`config.mk`:
```
export PLATFORM = sky130hd
export DESIGN_NAME = led_flash_sequencer
export DESIGN_NICKNAME = d
export VERILOG_FILES = /design/src/rtl/led_flash_sequencer.sv
export SDC_FILE = /design/constraint.sdc
export NUM_CORES = 1
export LEC_CHECK = 0
export CAP_MARGIN = 20
export CORE_MARGIN = 5
export CORE_UTILIZATION = 46
export CTS_CLUSTER_DIAMETER = 60
export CTS_CLUSTER_SIZE = 20
export DETAILED_ROUTE_END_ITERATION = 8
export HOLD_SLACK_MARGIN = 0.08
export PLACE_DENSITY = 0.72
export SETUP_SLACK_MARGIN = 0.5
export SLEW_MARGIN = 5
export SYNTH_ARGS = -nofsm -noshare
export SYNTH_HDL_FRONTEND = slang
export SYNTH_SLANG_ARGS = --single-unit
```
`constraint.sdc`:
```
create_clock -name clk_in -period 2.65 [get_ports clk_in]
set_input_delay 0.795 -clock clk_in [delete_from_list [all_inputs] [get_ports clk_in]]
set_output_delay 0.795 -clock clk_in [all_outputs]
set_load 0.05 [all_outputs]
```
`src/rtl/led_flash_sequencer.sv`:
```
// Stretches single-cycle event pulses into fixed-length LED flashes and queues
// events that arrive mid-flash. Optional sticky overflow flag: LED_FLASH_OVF_FLAG_EN.
module led_flash_sequencer #(
  parameter int unsigned TICK_DIV  = 25000000,
  parameter int unsigned ON_TICKS  = 1,
  parameter int unsigned GAP_TICKS = 1,
  parameter int unsigned PEND_W    = 3
) (
  input  logic              clk_in,
  input  logic              rst_n,
  input  logic              evt,
  output logic              led,
  output logic              busy,
`ifdef LED_FLASH_OVF_FLAG_EN
  output logic              ovf,
`endif
  output logic [PEND_W-1:0] pend_cnt
);

  localparam int unsigned PRE_W    = (TICK_DIV > 1) ? $clog2(TICK_DIV) : 1;
  localparam int unsigned MAX_T    = (ON_TICKS > GAP_TICKS) ? ON_TICKS : GAP_TICKS;
  localparam int unsigned TCNT_W   = (MAX_T > 1) ? $clog2(MAX_T) : 1;

  typedef enum logic [1:0] {
    IDLE = 2'd0,
    ON   = 2'd1,
    GAP  = 2'd2
  } state_t;

  state_t              state_q, state_d;
  logic                evt_q;
  logic [PRE_W-1:0]    prescaler;
  logic [TCNT_W-1:0]   tick_cnt;
  logic                ev, tick, final_tick, want, start, from_q, inc, dec;
  logic                pend_nz, pend_full, drop;
  logic [PEND_W-1:0]   pend_d;
  logic                led_d, busy_d;

  assign ev        = evt & ~evt_q;
  assign tick      = (prescaler == PRE_W'(TICK_DIV - 1));
  assign pend_nz   = (pend_cnt != '0);
  assign pend_full = (pend_cnt == {PEND_W{1'b1}});
  assign want      = ev | pend_nz;

  // Final tick of the current phase, using the phase's own length.
  always_comb begin
    final_tick = 1'b0;
    if (state_q == ON)
      final_tick = tick && (tick_cnt == TCNT_W'(ON_TICKS - 1));
    else if (state_q == GAP)
      final_tick = tick && (tick_cnt == TCNT_W'(GAP_TICKS - 1));
  end

  // State register
  always_ff @(posedge clk_in or negedge rst_n) begin
    if (!rst_n) state_q <= IDLE;
    else        state_q <= state_d;
  end

  // Next-state logic; a start is any transition into ON
  always_comb begin
    state_d = state_q;
    start   = 1'b0;
    case (state_q)
      IDLE: if (want) begin
        state_d = ON;
        start   = 1'b1;
      end
      ON: if (final_tick) state_d = GAP;
      GAP: if (final_tick) begin
        if (want) begin
          state_d = ON;
          start   = 1'b1;
        end else begin
          state_d = IDLE;
        end
      end
      default: state_d = IDLE;
    endcase
  end

  // Output / pending-counter next values; queued events take priority on a start
  always_comb begin
    led_d  = (state_d == ON);
    busy_d = (state_d != IDLE);
    from_q = start & pend_nz;
    dec    = from_q;
    inc    = ev & ~(start & ~pend_nz);
    drop   = 1'b0;
    pend_d = pend_cnt;
    case ({inc, dec})
      2'b10: begin
        if (pend_full) drop   = 1'b1;
        else           pend_d = pend_cnt + PEND_W'(1);
      end
      2'b01:   pend_d = pend_cnt - PEND_W'(1);
      default: pend_d = pend_cnt;
    endcase
  end

  // Prescaler and tick counter restart on every state entry and idle
  always_ff @(posedge clk_in or negedge rst_n) begin
    if (!rst_n) begin
      prescaler <= '0;
      tick_cnt  <= '0;
    end else if ((state_d != state_q) || (state_q == IDLE)) begin
      prescaler <= '0;
      tick_cnt  <= '0;
    end else if (tick) begin
      prescaler <= '0;
      tick_cnt  <= tick_cnt + TCNT_W'(1);
    end else begin
      prescaler <= prescaler + PRE_W'(1);
    end
  end

  always_ff @(posedge clk_in or negedge rst_n) begin
    if (!rst_n) begin
      evt_q    <= 1'b0;
      led      <= 1'b0;
      busy     <= 1'b0;
      pend_cnt <= '0;
    end else begin
      evt_q    <= evt;
      led      <= led_d;
      busy     <= busy_d;
      pend_cnt <= pend_d;
    end
  end

`ifdef LED_FLASH_OVF_FLAG_EN
  always_ff @(posedge clk_in or negedge rst_n) begin
    if (!rst_n)    ovf <= 1'b0;
    else if (drop) ovf <= 1'b1;
  end
`else
  logic unused_drop;
  assign unused_drop = drop;
`endif

endmodule

```
==> qor.csv <==
stage,metric,value,unit
sta,setup TNS,0,ns
worst_setup_path,crit-path cells,"or3_1, or4_4, o21ai_4, and2_4, nand2b_4, fa_2, nand4_1, mux2i_1, a211o_1, o21ai_1",
sta,worst hold slack,0.466,ns
synthesis,Yosys cell types,38,
worst_hold_path,HP Start,prescaler[0],
sta,final worst setup slack,0.0473,ns
layout,"commonest non-fill, non-tap cell in the layout",dfrtp_1,
worst_setup_path,slowest cell on the critical path,fa_2,
layout,Final Instance Area,2150,um^2
place,RePlAce Congestion,0.864,
synthesis,Post-synth EDFFs,0,
sta,Slew Limit Fails,0,
worst_setup_path,Worst Setup End Kind,register,
global_route,largest net degree at the start of global routing,35,
sta,slew margin rel.,67.7,%
run_status,status,"finished, final reports clean",
pwr,total power,1.30,mW
clocking,CTS tree,yes,
worst_setup_path,r2r setup slk,0.05,ns
synthesis,mean cell area of the mapped netlist,9.42,um^2
drt,DR vias,1375,
die,Starting Density,47.9,%
layout,Diodes inserted,0,
worst_setup_path,Startpoint Class,register,
layout,layout cells sized above 1,16.8,%
drt,1st-iter DRT viols,85,
synthesis,async set-reset flop share out of synthesis,100,%
synthesis,synth warn,0,
place,hpwl dp,2480,um
layout,Layout Area Growth over Synthesis,21.0,%
synthesis,Netlist Area Pre-Place,1780,um^2
sta,Final Cycle Share,98.2,%
layout,final core utilization,58.0,%
die,core area,3720,um^2
place,worst slack at placement,-0.156,ns
sta,post-layout minimum cycle time,2.60,ns
pwr,P_leak,0.965,nW
worst_setup_path,reg2reg start,prescaler[6],
pwr,PwrDens,604,nW/um^2
clocking,maximum clock path buffer count,2,
synthesis,syn nets,194,
die,Die Ht,72.2,um
drt,final wirelength,3440,um
synthesis,sequential area share after synthesis,47.8,%
worst_setup_path,"Max FO, Critical Path",4,
global_route,grt met3 use,2.91,%
global_route,met1 usage,18.7,%
global_route,global-route usage over all layers,14.4,%
place,placed cells,260,
clocking,clock edge transition at the registers on the reported setup and hold paths,0.07,ns
worst_setup_path,critical path type,reg2reg,
drt,Vias per Instance,5.13,
clocking,Clock Tree Root,clkbuf_8,
worst_setup_path,Crit path required time,2.82,ns
clocking,total CTS buffers,5,
worst_setup_path,CP peak stage delay,0.55,ns
place,dpl cell area,2050,um^2
pwr,Peak VDD IR,393,uV
global_route,M2 GR Usage,23.9,%
die,Die Footprint,5220,um^2
layout,Finished Layout Cells,268,
worst_setup_path,Worst EP arrival,2.77,ns
global_route,initial antenna violation count,0,
layout,layout net count,224,
sta,Fmax,0.384,GHz
global_route,total grt overflow,0,
worst_hold_path,Hold Path Cell Cnt,1,
sta,unrepaired setup endpoints after global routing,true,
synthesis,Main synth FF type,dfrtp_1,
die,die width,72.2,um
synthesis,total of flip-flops plus latches after synthesis,34,
clocking,H-tree depth,2,
clocking,Clock Sink Count,34,
die,I/O pins,8,
drt,Routed Antenna Nets,0,
drt,Routed WL per cell,12.8,um
sta,worst-margin pin slew,0.486,ns
sta,setup violation total in the final timing report,0,
sta,Final Hold Viols,0,
place,PortBufs,7,
synthesis,Cells after Synth,189,
sta,clock skew,0.00619,ns
job,max cap viols,0,
worst_hold_path,WHS Endpoint,prescaler[0],
clocking,Post-CTS Setup Inserts,0,
clocking,Worst-Skew Late Latency,0.28,ns
layout,"commonest cells after routing, fill and taps aside","34 x dfrtp_1, 32 x nor2_1, 21 x buf_4, 15 x xor2_1, 14 x nand2_1",
global_route,number of global-route vias before repair,1345,
die,# rows,22,
global_route,global route hottest layer,met2,
worst_hold_path,Hold Crit Class,reg2reg,
global_route,first-pass GRT wire length,5910,um
drt,Pre-antenna DRT Iters,4,
worst_setup_path,cell depth of the worst flop-to-flop path,10,
clocking,hold-fix buffer count after cts,0,
worst_setup_path,FF-to-FF End,pend_cnt[1],
drt,DRC,0,
==> kinds of logic (layout without fill, tap and decap cells) <==
family	after synthesis	count (layout)	share of synthesized area, %
adder cells (fa/ha/maj)	2	2	1.83
flip-flops	34	34	47.8
buffers and inverters	11	42	2.46
multiplexers	2	2	1.12
AO/OA/AOI/OAI	19	19	7.31
AND/OR/NAND/NOR	97	97	27.7
XOR/XNOR	24	24	11.8
==> state kept, by name, indices dropped and copies added, names as in the netlist <==
name       flops
state_q        2
led            1
busy           1
tick_cnt       1
evt_q          1
prescaler     25
pend_cnt       3
==> worst max-delay path: cells and delay by family (launching register included) <==
family | cells | cell delay [ns]
AND/OR/NAND/NOR | 5 | 1.11
adder cells (fa/ha/maj) | 1 | 0.55
flip-flops | 1 | 0.38
AO/OA/AOI/OAI | 3 | 0.30
multiplexers | 1 | 0.15
==> power by group <==
group / total, mW / switching [mW] / internal, mW
Sequential: 0.583 / 0.0398 / 0.543
Combinational: 0.322 / 0.196 / 0.126
Clock: 0.396 / 0.187 / 0.209
Total: 1.30 / 0.423 / 0.878
==> synth_stat cells (3+ instances only) <==
master	n	area (um^2)
xor2_1	15	131
or3_1	3	18.8
and3_1	6	37.5
nand2_1	14	52.6
clkbuf_1	3	11.3
inv_1	6	22.5
nor2_1	33	124
o21ai_1	5	25.0
nand3_1	11	55.1
a21oi_1	6	30.0
xnor2_1	9	78.8
nor3_1	7	35.0
nand4_1	6	37.5
dfrtp_1	34	851
==> cell type report <==
cell class | instances | area, um^2
Timing Repair Buffer | 28 | 223
Clock buffer | 6 | 82.6
Inverter | 6 | 22.5
Tap cell | 48 | 60.1
Multi-Input combinational cell | 144 | 903
Clock inverter | 2 | 12.5
Sequential cell | 34 | 851
Fill cell | 324 | 1560
==> worst max path at each step <==
stage,slack (ns),end,start
floorplan,-0.10,pend_cnt[1],prescaler[6]
global placement,-0.11,pend_cnt[1],evt
detailed placement,-0.16,pend_cnt[1],evt
CTS,0.02,pend_cnt[1],prescaler[6]
global route,-0.03,pend_cnt[1],prescaler[7]
finish,0.05,pend_cnt[1],prescaler[6]
==> metal layers <==
metal  share of wire, %  routed length [um]
met1                 50                1720
met2                 47                1610
met3                2.0                  70
met4                1.2                  40
met5                  0                   0
==> what timing repair did <==
action	CTS	global route
pin swaps	5	1
setup endpoints to repair	7	3
endpoints found under the hold margin	0	0
gates cloned	0	0
gates resized for setup	6	2
No activity file was read; power rests on OpenSTA's default activity.
